### src/rtl/gl_decode.sv
// rtl/gl_decode.sv - GL command operand-gathering decode stage
//
// Takes one instruction word from fetch. It decodes the operand count from the
// opcode and reads that many trailing operand words from command memory. It then
// offers the complete command to the back end over a valid/ready handshake.
//
// Ports:
//   clk, reset      pipeline clock, asynchronous active-high reset
//   inst_in         instruction word from fetch, opcode in [7:0]
//   inst_addr_in    byte address of inst_in
//   inst_valid      inst_in/inst_addr_in valid
//   stall           hold fetch (high whenever not idle)
//   bram_en         operand read enable
//   bram_addr       operand byte address
//   bram_data       read data, valid one cycle after bram_en
//   cmd_valid       command available
//   cmd_ready       back end accepts the command
//   cmd_opcode      opcode of the held command
//   cmd_count       number of valid operands (0..16)
//   cmd_addr        byte address of the command's instruction word
//   op_rd_idx       operand select
//   op_rd_data      operand buffer entry op_rd_idx (combinational)

module gl_decode #(
   parameter int width   = 32,
   parameter int max_ops = 16
) (
   input  logic             clk,
   input  logic             reset,
   input  logic [width-1:0] inst_in,
   input  logic [width-1:0] inst_addr_in,
   input  logic             inst_valid,
   output logic             stall,
   output logic             bram_en,
   output logic [width-1:0] bram_addr,
   input  logic [width-1:0] bram_data,
   output logic             cmd_valid,
   input  logic             cmd_ready,
   output logic [7:0]       cmd_opcode,
   output logic [4:0]       cmd_count,
   output logic [width-1:0] cmd_addr,
   input  logic [3:0]       op_rd_idx,
   output logic [width-1:0] op_rd_data
);

   typedef enum logic [1:0] {
      S_IDLE,
      S_READ,
      S_DRAIN,
      S_HOLD
   } state_t;

   state_t           state_q;
   logic [7:0]       opcode_q;
   logic [4:0]       count_q;
   logic [width-1:0] addr_q;
   logic [width-1:0] rd_addr_q;
   logic [4:0]       k_q;
   logic             rd_pend_q;
   logic [3:0]       rd_idx_q;
   logic [width-1:0] buf_q [max_ops];

   logic [4:0]       dec_n;
   logic             dec_nop;

   // Only the opcode byte carries meaning for this stage.
   logic             unused_inst_bits;
   assign unused_inst_bits = ^inst_in[width-1:8];

   always_comb begin
      dec_n   = 5'd0;
      dec_nop = 1'b0;
      case (inst_in[7:0])
         8'h00:                             dec_nop = 1'b1;
         8'h03, 8'h04:                      dec_n   = 5'd3;
         8'h11, 8'h13, 8'h16, 8'h17, 8'h18: dec_n   = 5'd16;
         8'h19:                             dec_n   = 5'd4;
         8'h1A:                             dec_n   = 5'd6;
         default:                           dec_n   = 5'd0;
      endcase
   end

   always_ff @(posedge clk or posedge reset) begin
      if (reset) begin
         state_q   <= S_IDLE;
         opcode_q  <= 8'd0;
         count_q   <= 5'd0;
         addr_q    <= '0;
         rd_addr_q <= '0;
         k_q       <= 5'd0;
         rd_pend_q <= 1'b0;
         rd_idx_q  <= 4'd0;
         for (int i = 0; i < max_ops; i++) begin
            buf_q[i] <= '0;
         end
      end else begin
         // Read data lands one cycle after its enable; rd_pend_q/rd_idx_q
         // remember which slot the returning word belongs to.
         rd_pend_q <= 1'b0;
         if (rd_pend_q) begin
            buf_q[rd_idx_q] <= bram_data;
         end

         case (state_q)
            S_IDLE: begin
               if (inst_valid && !dec_nop) begin
                  opcode_q  <= inst_in[7:0];
                  count_q   <= dec_n;
                  addr_q    <= inst_addr_in;
                  k_q       <= 5'd0;
                  rd_addr_q <= inst_addr_in + width'(4);
                  state_q   <= (dec_n == 5'd0) ? S_HOLD : S_READ;
               end
            end
            S_READ: begin
               rd_pend_q <= 1'b1;
               rd_idx_q  <= k_q[3:0];
               if (k_q == count_q - 5'd1) begin
                  state_q <= S_DRAIN;
               end else begin
                  k_q       <= k_q + 5'd1;
                  rd_addr_q <= rd_addr_q + width'(4);
               end
            end
            S_DRAIN: begin
               // The last operand is captured by the rd_pend_q path above.
               state_q <= S_HOLD;
            end
            S_HOLD: begin
               if (cmd_ready) begin
                  state_q <= S_IDLE;
               end
            end
            default: state_q <= S_IDLE;
         endcase
      end
   end

   assign stall      = (state_q != S_IDLE);
   assign bram_en    = (state_q == S_READ);
   assign bram_addr  = rd_addr_q;
   assign cmd_valid  = (state_q == S_HOLD);
   assign cmd_opcode = opcode_q;
   assign cmd_count  = count_q;
   assign cmd_addr   = addr_q;
   assign op_rd_data = buf_q[op_rd_idx];

endmodule

### config.mk
export PLATFORM = sky130hd
export DESIGN_NAME = gl_decode
export DESIGN_NICKNAME = d
export VERILOG_FILES = /design/src/rtl/gl_decode.sv
export SDC_FILE = /design/constraint.sdc
export NUM_CORES = 1
export LEC_CHECK = 0
export CORE_MARGIN = 1
export CORE_UTILIZATION = 45
export CTS_CLUSTER_DIAMETER = 40
export DETAILED_ROUTE_END_ITERATION = 16
export GPL_TIMING_DRIVEN = 0
export PLACE_DENSITY_LB_ADDON = 0.1
export SYNTH_ARGS = -nofsm -noshare
export SYNTH_HDL_FRONTEND = slang
export SYNTH_SLANG_ARGS = --single-unit
### constraint.sdc
create_clock -name clk -period 21.2 [get_ports clk]
set_input_delay 2.12 -clock clk [delete_from_list [all_inputs] [get_ports clk]]
set_output_delay 2.12 -clock clk [all_outputs]
set_load 0.05 [all_outputs]
; After elaboration in Yosys (flattened, before gate mapping)
; Index checks and enable logic that the tools add are counted.
[classes]
addsub = 4
mul = 0
div = 0
magnitude_cmp = 3
n_eq_ne = 17
shift = 0
n_mux = 20
bitwise = 2
n_reduce_logical = 13
[ops]
columns = op, n
row1 = $bwmux W512, 1
row2 = $mux W32, 5
row3 = $bmux W32 S4, 1
row4 = $demux W32 S4, 1
row5 = $add A32 B3 Y32 const B, 2
row6 = $pmux W32 S2, 1
row7 = $eq A8 B5 Y1 const B, 7
row8 = $pmux W5 S4, 1
row9 = $ge A5 B5 Y1 const B, 2
row10 = $mux W5, 2
row11 = $not A4 Y5, 2
row12 = $pmux W5 S2, 1
row13 = $eq A8 B2 Y1 const B, 1
row14 = $eq A8 B3 Y1 const B, 1
row15 = $logic_not A8 Y1, 1
row16 = $mux W2, 4
row17 = $pmux W2 S4, 1
row18 = $reduce_and A3 Y1, 2
row19 = $add A5 B1 Y5 const B, 1
row20 = $eq A5 B5 Y1, 1
row21 = $logic_not A5 Y1, 1
row22 = $lt A5 B1 Y1 const B, 1
row23 = $reduce_or A5 Y1, 1
row24 = $sub A5 B1 Y5 const B, 1
row25 = 11 further kinds, 17
[word_totals]
register_bits = 601
latch_bits = 0
mem_bits_rw = 0
romBits = 0
input_bits = 104
out_inout_bits = 112
word_cells = 83
mem_count = 0

; Longest topological paths before layout
; Gate-level depths: netlist of run 1.
[logic_depth]
word_depth = 7
ltp_mapped = 15
ltp_nobuf = 9

; Worst setup path after synthesis of run 1
; No wires, ideal clock.
[synth_path]
path_type = input port to output port
from = in op_rd_idx[0]
to = out op_rd_data[11]
arrival_time_ns = 4.120
required_time_ns = 19.080
setup_slack_ns = 14.960
cell_stages = 4
path_buffers = 2
cell_sequence = buf_2 buf_1 mux4_2 mux4_2
[synth_via]
elab_chain_len = 4
[synth_lines]
columns = element, line
row1 = "start, declared", 42  ; input logic [3:0] op_rd_idx,
row2 = $not A4 Y5 (not written as such), 146  ; assign op_rd_data = buf_q[op_rd_idx];
row3 = $bmux W32 S4, 146
row4 = $mux W32 (not written as such) (2 in a row), 146
row5 = "end, declared", 43  ; output logic [width-1:0] op_rd_data
; No other way between the ends. The select of a mux whose other input is x is not followed.

; Final worst setup path of run 1
[layout_path]
from = in op_rd_idx[0]
to = out op_rd_data[16]
; The elaborated chain is that of the path after synthesis.

==> results of run 1 <==
[cell usage in the layout, fill, tap and decap left out, drive strengths merged, types with 11 or more instances in the layout]
master,count
o22ai,11
o21ai,30
clkinv,23
buf,55
dfrtp,600
clkbuf,217
inv,25
bufinv,16
nand2,168
nor3,18
mux4,160
nand4,13
xor2,16
mux2,523
clkinvlp,19
nor2,34
nand3,30
mux2i,17
xnor2,16
a21oi,21
clkdlybuf4s50,184
[layer usage]
layer  part of all wire, %  vias to the layer above
met5                 0.023                        -
met4                   2.7                        2
met3                   5.1                      147
met2                    48                      451
met1                    44                     9495
li1                      -                     7706
[how the worst max path moves through the flow]
stage,startpoint,to,slack [ns],cells after the start
6_report,op_rd_idx[0],op_rd_data[16],13.66,5
5_1_grt,op_rd_idx[0],op_rd_data[19],13.43,5
4_1_cts,op_rd_idx[0],op_rd_data[19],13.54,5
3_5_place_dp,op_rd_idx[0],op_rd_data[16],13.55,5
3_3_place_gp,reset,buf_q[69]$_DFFE_PP0P_,-4.78,2
2_1_floorplan,reset,bram_addr[0]$_DFFE_PP0P_,2.29,1
[cells by family (layout without fill, tap and decap cells)]
kind of cell,after synthesis,after routing,share of synthesized area [%]
XOR/XNOR,33,33,1.08
buffers and inverters,168,539,2.38
adder cells (fa/ha/maj),10,10,0.447
multiplexers,700,700,34.5
AO/OA/AOI/OAI,107,107,2.70
AND/OR/NAND/NOR,304,304,5.23
other,1,2,0.0134
flip-flops,600,600,53.6
[stage by stage]
step	setup TNS [ns]	hold WS, ns
finish	0	0.474
global route	0	0.492
CTS	0	0.475
detailed placement	0	0.462
global placement	-2803.37	0.462
floorplan	0	0.459
[flip-flops by register name, indices dropped and copies added (netlist names)]
name and cells:
cmd_opcode 8, k_q 5, cmd_addr 32, state_q 2, rd_idx_q 4, bram_addr 32
cmd_count 4, rd_pend_q 1, buf_q 512
[worst max-delay path, cell delays in order]
cell,delay [ns]
buf_2,0.41
buf_1,0.97
mux4_2,0.62
mux4_2,0.53
clkdlybuf4s50_1,0.75
[power by group through the flow]
stage | Clock (mW) | Sequential [mW] | Combinational (mW)
after floorplan | 0 | 1.93 | 0.875
after global placement | 0 | 1.75 | 1.46
after detailed placement | 0 | 1.77 | 1.49
after CTS | 1.70 | 1.75 | 1.50
after global routing | 1.75 | 1.80 | 1.58
final | 1.68 | 1.75 | 1.48
[cells in the mapped netlist, drive strengths merged (10+ instances only)]
library cell,number
mux4,160
o21ai,30
xnor2,16
o22ai,11
a21oi,21
dfrtp,600
nor2,34
inv,15
nor3,18
nand4,13
mux2,523
buf,50
xor2,16
ha,10
clkbuf,103
nand2,168
nand3,30
mux2i,17
[area by class of cell]
type	instances	area, sq um
sequential	600	15000
buffer	153	611
antenna	1	2.50
tap	837	1050
multi-input combinational	1155	12300
inverter	15	63.8
clock inverter	68	875
timing repair buffer	189	1980
clock buffer	114	2640
fill	5001	27100
==> flow_summary.json, run 1 <==
{
  "async_flop_share_pct": 100,
  "r2r_setup_slack_ns": 16.40,
  "hold_depth": 2,
  "num_vias": 17801,
  "antenna_left": 0,
  "switchingPower_mw": 1.59,
  "switching_share_pct": 32.4,
  "setup_ws_ns": 13.66,
  "hold_class": "register to register",
  "slew_headroom_pct": 15.1,
  "maxSlewViolCount": 0,
  "gr-usage-all-layers_pct": 24.7,
  "antenna_found_initial": 2,
  "r2r_end": "bram_addr[28]$_DFFE_PP0P_",
  "fp-row-count": 91,
  "period_needed_ns": 7.55,
  "met2_usage_pct": 39.1,
  "cts_tree": "yes",
  "hpwlAfterDp_mm": 49.0,
  "setup_violations": 0,
  "timing.final.crit_share_pct": 35.6,
  "power.density_nw_per_um2": 142,
  "maxCapViolCount": 0,
  "portBuffers": 184,
  "core_sq_um": 61600,
  "nets": 2326,
  "synth_nets": 2037,
  "rsz0062_at_grt": "no",
  "overflow": 0,
  "critical_path_class": "input port to primary output",
  "drc_errors": 0,
  "report.final.hold_viol_count": 0,
  "ctsResizeCount": 0,
  "ir_drop_mv": 0.0955,
  "power_frac_seq_pct": 35.7,
  "yosysTopAreaCellShare_pct": 53.6,
  "preCtsSetupSlack_ns": 13.55,
  "hold_path_startpoint": "cmd_addr[27]$_DFFE_PP0P_",
  "final_cell_area_sq_um": 34500,
  "initial_core_util_pct": 45.5,
  "p_total_mw": 4.92,
  "timing.rr.start": "state_q[1]$_DFFE_PP0P_",
  "clkTransAtPathRegs_ns": 0.05,
  "synth_flop_cell": "dfrtp_1",
  "synth_area_leaders": "dfrtp_1 54%, mux2_2 21%, mux4_2 13%, nand2_1 2.3%, clkbuf_1 1.4%",
  "via_per_inst": 5.68,
  "grt_util_met1_pct": 34.1,
  "htree_levels": 3,
  "yosysWarningCount": 0,
  "root_buffer": "clkbuf_16",
  "drt_wl_total_mm": 75.2,
  "clockBufferDepth": 3,
  "grt_max_degree": 135,
  "insertion_delay_ns": 0.64,
  "power_frac_clock_pct": 34.1,
  "status": "finished, final reports clean",
  "fmax_mhz": 133,
  "pin_count": 216,
  "yosysUniqueCellTypes": 69,
  "cts_buffers": 98,
  "yosys.area.top_type": "dfrtp_1",
  "first_iter_violations": 1098,
  "die_w_microns": 251,
  "syn_avg_cell_area_sq_um": 14.6,
  "worst_pin_slew_ns": 1.27,
  "fin_util_pct": 56.1,
  "stdcell_count": 3132,
  "syn_area_sq_um": 28000,
  "placed_area_sq_um": 31000,
  "worstPathArrival_ns": 5.43,
  "fp.dieH_microns": 251,
  "cts_num_sinks": 600,
  "die_area_sq_um": 63200,
  "power_frac_comb_pct": 30.2,
  "holdPathEnd": "cmd_addr[27]$_DFFE_PP0P_",
  "post_cts_buffers": 0,
  "gr-usage-met3_pct": 5.06,
  "synth_cells": 1923,
  "grt_pass1_wl_mm": 117,
  "cts_hold_buf": 0,
  "ys_ff_latch": 600,
  "post-place-cells": 2949,
  "drive_gt1_share_pct": 38.9,
  "synth-seq-area-share_pct": 53.6,
  "crit_fanout": 10,
  "gp_congestion": 0.822,
  "routedWlPerCell_microns": 24.0,
  "drtPass1Iterations": 5,
  "worstSetupEndpointType": "primary output",
  "reg2reg_depth": 15,
  "worst_setup_path_start_kind": "input port",
  "crit_required_ns": 19.08,
  "skew_ns": 0.0171,
  "p_leak_nw": 14.9,
  "grt_pass1_vias": 18981,
  "syn_to_final_growth_pct": 23.4,
  "intPower_mw": 3.32,
  "top_usage_layer": "met2",
  "synth_edf_count": 0
}
Power figures use the tool's default switching activity.
==> inputs of run 2 (changes only) <==
==> constraint.sdc (replaced) <==
create_clock -name clk -period 7.2 [get_ports clk]
set_input_delay 0.72 -clock clk [delete_from_list [all_inputs] [get_ports clk]]
set_output_delay 0.72 -clock clk [all_outputs]
set_load 0.05 [all_outputs]
==> run 2 against run 1 <==
  * Cell count rose by 0.48%
  * Clock-buffer cell count rose by 5
  * Worst hold slack got worse by 0.011 ns
  * Sequential power rose to 3.0 times the previous value
  * Die area did not move
  * Global-route usage rose by 0.15 points
  * Register-to-register slack got worse by 14 ns
==> flow_summary.json, run 2 (synthesized netlist as in run 1, its figures left out) <==
{
  "drive_gt1_share_pct": 39.1,
  "status": "finished, final reports clean",
  "fmax_mhz": 209,
  "finalSetupTns_ns": 0,
  "clockBufferDepth": 3,
  "skew_ns": 0.0205,
  "switchingPower_mw": 4.76,
  "slew_headroom_pct": 9.32,
  "die_w_microns": 251,
  "initial_core_util_pct": 45.5,
  "worst_pin_slew_ns": 1.36,
  "power_frac_clock_pct": 34.2,
  "worstPathArrival_ns": 4.07,
  "routedWlPerCell_microns": 24.2,
  "rsz0062_at_grt": "no",
  "timing.final.crit_share_pct": 66.5,
  "n_fill_cell": 5044,
  "crit_fanout": 10,
  "root_buffer": "clkbuf_16",
  "preCtsSetupSlack_ns": 2.36,
  "overflow": 0,
  "gr-usage-all-layers_pct": 24.8,
  "placed_area_sq_um": 31200,
  "period_needed_ns": 4.79,
  "cts_buffers": 98,
  "drt_wl_total_mm": 76.1,
  "post-place-cells": 2961,
  "drtPass1Iterations": 5,
  "htree_levels": 3,
  "clkTransAtPathRegs_ns": 0.05,
  "die_area_sq_um": 63200,
  "final_common_cell": "dfrtp_1",
  "via_per_inst": 5.68,
  "antenna_found_initial": 2,
  "power_frac_comb_pct": 30.2,
  "first_iter_violations": 1114,
  "fp-row-count": 91,
  "cts_hold_buf": 0,
  "num_vias": 17873,
  "gp_congestion": 0.813,
  "worstSetupEndpointType": "primary output",
  "cts_num_sinks": 600,
  "top_register": "buf_q",
  "ctsResizeCount": 0,
  "maxSlewViolCount": 0,
  "setup_ws_ns": 2.41,
  "maxCapViolCount": 0,
  "crit_required_ns": 6.48,
  "core_sq_um": 61600,
  "stdcell_count": 3147,
  "cts_tree": "yes",
  "nets": 2338,
  "ir_drop_mv": 0.280,
  "post_cts_buffers": 0,
  "p_total_mw": 14.5,
  "critical_path_class": "input port to primary output",
  "grt_max_degree": 44,
  "syn_to_final_growth_pct": 24.2,
  "grt_pass1_wl_mm": 118,
  "intPower_mw": 9.77,
  "power.density_nw_per_um2": 418,
  "drc_errors": 0,
  "pin_count": 216,
  "hpwlAfterDp_mm": 50.0,
  "report.final.hold_viol_count": 0,
  "antenna_left": 0,
  "portBuffers": 184,
  "fp.dieH_microns": 251,
  "setup_violations": 0,
  "power_frac_seq_pct": 35.6,
  "p_leak_nw": 15.0,
  "grt_pass1_vias": 18953,
  "switching_share_pct": 32.8,
  "insertion_delay_ns": 0.66,
  "largest_reg_flops": 512,
  "hold_class": "input port to register",
  "final_cell_mix": "600 x dfrtp_1, 517 x mux2_2, 184 x clkdlybuf4s50_1",
  "final_cell_area_sq_um": 34800,
  "worst_setup_path_start_kind": "input port"
}
==> run 2: changes by cell type in the layout (fill, tap and decap cells not counted), moves of 3 or more <==
cell / change
buf_16: -5
inv_8: -4
clkbuf_1: +5
buf_12: +17
inv_16: +3
clkinvlp_4: -5
==> run 2: through the flow <==
stage	hold slack [ns]	utilization, %
floorplan	0.459	-
global placement	0.462	50.1
detailed placement	0.461	50.7
CTS	0.430	56.4
global route	0.471	56.4
finish	0.463	56.4
==> run 2: final timing paths <==
kind                                               start                   endpoint  slack, ns  depth (start not counted)
worst max register to register    state_q[1]$_DFFE_PP0P_  bram_addr[26]$_DFFE_PP0P_       2.46                         15
max in group asynchronous                          reset     buf_q[142]$_DFFE_PP0P_       5.26                          6
min in group asynchronous                          reset      buf_q[58]$_DFFE_PP0P_       0.56                          2
worst min register to register  cmd_addr[26]$_DFFE_PP0P_   cmd_addr[26]$_DFFE_PP0P_       0.47                          2
worst max-delay path                        op_rd_idx[1]             op_rd_data[19]       2.41                          5
worst min-delay path                          inst_in[2]  cmd_opcode[2]$_DFFE_PP0P_       0.46                          3
==> run 2: layout make-up <==
| type | count | area, sq um | share of cell area [%] |
|---|---|---|---|
| antenna | 1 | 2.50 | 0.00720 |
| buffer | 153 | 611 | 1.76 |
| clock buffer | 119 | 2630 | 7.57 |
| clock inverter | 66 | 902 | 2.59 |
| inverter | 15 | 60.1 | 0.173 |
| multi-input combinational | 1155 | 12300 | 35.4 |
| sequential | 600 | 15000 | 43.2 |
| tap | 837 | 1050 | 3.01 |
| timing repair buffer | 201 | 2180 | 6.28 |
==> run 2: critical path, cell delays in order <==
cell             delay (ns)
clkbuf_1               0.78
clkbuf_1               0.84
mux4_2                 0.42
mux4_2                 0.55
clkdlybuf4s50_1        0.74
==> run 2: power by group through the flow <==
stage	Clock (mW)	Combinational, mW	Sequential, mW
2_1_floorplan	0	2.58	5.68
3_3_place_gp	0	4.29	5.16
3_5_place_dp	0	4.41	5.20
4_1_cts	5.05	4.43	5.16
5_1_grt	5.20	4.67	5.31
6_report	4.97	4.39	5.17
==> run 2: routing by layer <==
metal | wire length (microns) | share of wire, % | global-route usage (%)
met4 | 2480 | 3.3 | 8.69
met1 | 33700 | 44 | 34.0
met5 | 13 | 0.017 | 0
met3 | 3900 | 5.1 | 5.49
met2 | 36000 | 47 | 39.2
==> inputs of run 3 (changes only) <==
==> constraint.sdc (replaced) <==
create_clock -name clk -period 4.65 [get_ports clk]
set_input_delay 0.465 -clock clk [delete_from_list [all_inputs] [get_ports clk]]
set_output_delay 0.465 -clock clk [all_outputs]
set_load 0.05 [all_outputs]
==> run 3 against run 2 <==
  * Non-clock buffer count stayed put
  * First-iteration DRC count is 2.3% lower
  * Via count shrank 0.11%
  * Flip-flop and latch count stayed put
  * Cell count unchanged
  * Sequential power rose by 55%
  * Wire length hardly changed
  * Critical path depth is 10 higher
  * Core utilization about the same
  * Total power up 55%
  * Clock-buffer cell count unchanged
  * Critical endpoint is now bram_addr[26]$_DFFE_PP0P_
==> flow_summary.json, run 3 (synthesized netlist as in run 1, its figures left out) <==
{
  "preCtsSetupSlack_ns": 0.00275,
  "crit_required_ns": 5.13,
  "portBuffers": 184,
  "worst_setup_path_start_kind": "register",
  "crit_fanout": 10,
  "routedWlPerCell_microns": 24.2,
  "p_leak_nw": 15.0,
  "initial_core_util_pct": 45.5,
  "worst_pin_slew_ns": 1.36,
  "grt_pass1_vias": 18953,
  "clkTransAtPathRegs_ns": 0.05,
  "maxSlewViolCount": 0,
  "pin_count": 216,
  "fp-row-count": 91,
  "gr-usage-all-layers_pct": 24.8,
  "drt_wl_total_mm": 76.1,
  "stdcell_count": 3147,
  "drc_errors": 0,
  "die_w_microns": 251,
  "finalSetupTns_ns": 0,
  "drtPass1Iterations": 5,
  "hold_class": "input port to register",
  "setup_violations": 0,
  "worstSetupEndpointType": "register",
  "cts_tree": "yes",
  "crit_end": "bram_addr[26]$_DFFE_PP0P_",
  "first_iter_violations": 1088,
  "r2r_setup_slack_ns": 0.16,
  "period_needed_ns": 4.49,
  "die_area_sq_um": 63200,
  "status": "finished, final reports clean",
  "startpoint": "state_q[1]$_DFFE_PP0P_",
  "setup_ws_ns": 0.158,
  "multi_input_area_sq_um": 12300,
  "skew_ns": 0.0206,
  "cts_num_sinks": 600,
  "largest_reg_flops": 512,
  "final_cell_area_sq_um": 34800,
  "cts_buffers": 98,
  "post_cts_buffers": 0,
  "grt_pass1_wl_mm": 118,
  "fin_util_pct": 56.5,
  "final_cell_mix": "600 x dfrtp_1, 517 x mux2_2, 184 x clkdlybuf4s50_1",
  "root_buffer": "clkbuf_16",
  "post-place-cells": 2961,
  "antenna_left": 0,
  "gp_congestion": 0.813,
  "whs_ns": 0.211,
  "top_register": "buf_q",
  "clockBufferDepth": 3,
  "fp.dieH_microns": 251,
  "insertion_delay_ns": 0.66,
  "power.density_nw_per_um2": 647,
  "r2r_end": "bram_addr[26]$_DFFE_PP0P_",
  "critical_path_class": "register to register",
  "report.final.hold_viol_count": 0,
  "drive_gt1_share_pct": 39.2,
  "p_total_mw": 22.5,
  "nets": 2338,
  "register_area_sq_um": 15000,
  "core_sq_um": 61600,
  "fmax_mhz": 223,
  "hpwlAfterDp_mm": 50.0,
  "htree_levels": 3,
  "syn_to_final_growth_pct": 24.2,
  "antenna_found_initial": 2,
  "num_vias": 17854,
  "via_per_inst": 5.67,
  "placed_area_sq_um": 31200,
  "ir_drop_mv": 0.434,
  "n_fill_cell": 5047,
  "cts_hold_buf": 0,
  "reg2reg_depth": 15,
  "timing.rr.start": "state_q[1]$_DFFE_PP0P_",
  "final_common_cell": "dfrtp_1",
  "worstPathArrival_ns": 4.97,
  "grt_max_degree": 44,
  "slew_headroom_pct": 9.22,
  "timing.final.crit_share_pct": 96.6,
  "maxCapViolCount": 0,
  "overflow": 0
}
-- run 3: final cells by class --
class | count | share of cell area, %
buffer | 153 | 1.76
tap | 837 | 3.01
antenna | 1 | 0.00719
clock inverter | 66 | 2.59
inverter | 15 | 0.173
sequential | 600 | 43.2
clock buffer | 119 | 7.57
multi-input combinational | 1155 | 35.5
timing repair buffer | 201 | 6.27
-- run 3: how the worst min path moves through the flow --
stage	from	to	slack [ns]	depth (start not counted)
6_report	inst_in[2]	cmd_opcode[2]$_DFFE_PP0P_	0.21	3
5_1_grt	inst_in[2]	cmd_opcode[2]$_DFFE_PP0P_	0.22	3
4_1_cts	inst_in[2]	cmd_opcode[2]$_DFFE_PP0P_	0.17	3
3_5_place_dp	cmd_addr[9]$_DFFE_PP0P_	cmd_addr[9]$_DFFE_PP0P_	0.46	2
3_3_place_gp	cmd_addr[11]$_DFFE_PP0P_	cmd_addr[11]$_DFFE_PP0P_	0.46	2
2_1_floorplan	buf_q[471]$_DFFE_PP0P_	buf_q[471]$_DFFE_PP0P_	0.46	1
-- run 3: layer usage --
| metal | global-route usage, % | share of wire, % | vias up |
|---|---|---|---|
| li1 | - | - | 7737 |
| met1 | 34.0 | 44 | 9508 |
| met2 | 39.2 | 47 | 440 |
| met3 | 5.49 | 5.0 | 167 |
| met4 | 8.69 | 3.3 | 2 |
| met5 | 0 | 0.017 | - |
-- run 3: critical path: stages (launching register included) --
cell	delay, ns
dfrtp_1	0.41
inv_1	0.14
ha_2	0.37
buf_6	0.22
buf_6	0.16
buf_2	0.25
buf_2	0.33
buf_2	0.27
buf_2	0.30
mux2_2	0.20
ha_1	0.23
a21boi_2	0.42
nand3_2	0.29
or4_1	0.52
o21ai_0	0.10
a221oi_1	0.10
-- run 3: repair_timing --
action / CTS / global route
gates resized for setup: 1 / 3
pin swaps: 0 / 0
endpoints found under the setup margin: 2 / 4
-- run 3: where the power goes --
part	total [mW]	internal [mW]	switching, mW
Combinational	6.81	3.21	3.60
Clock	7.69	4.93	2.75
Sequential	8.00	6.98	1.02
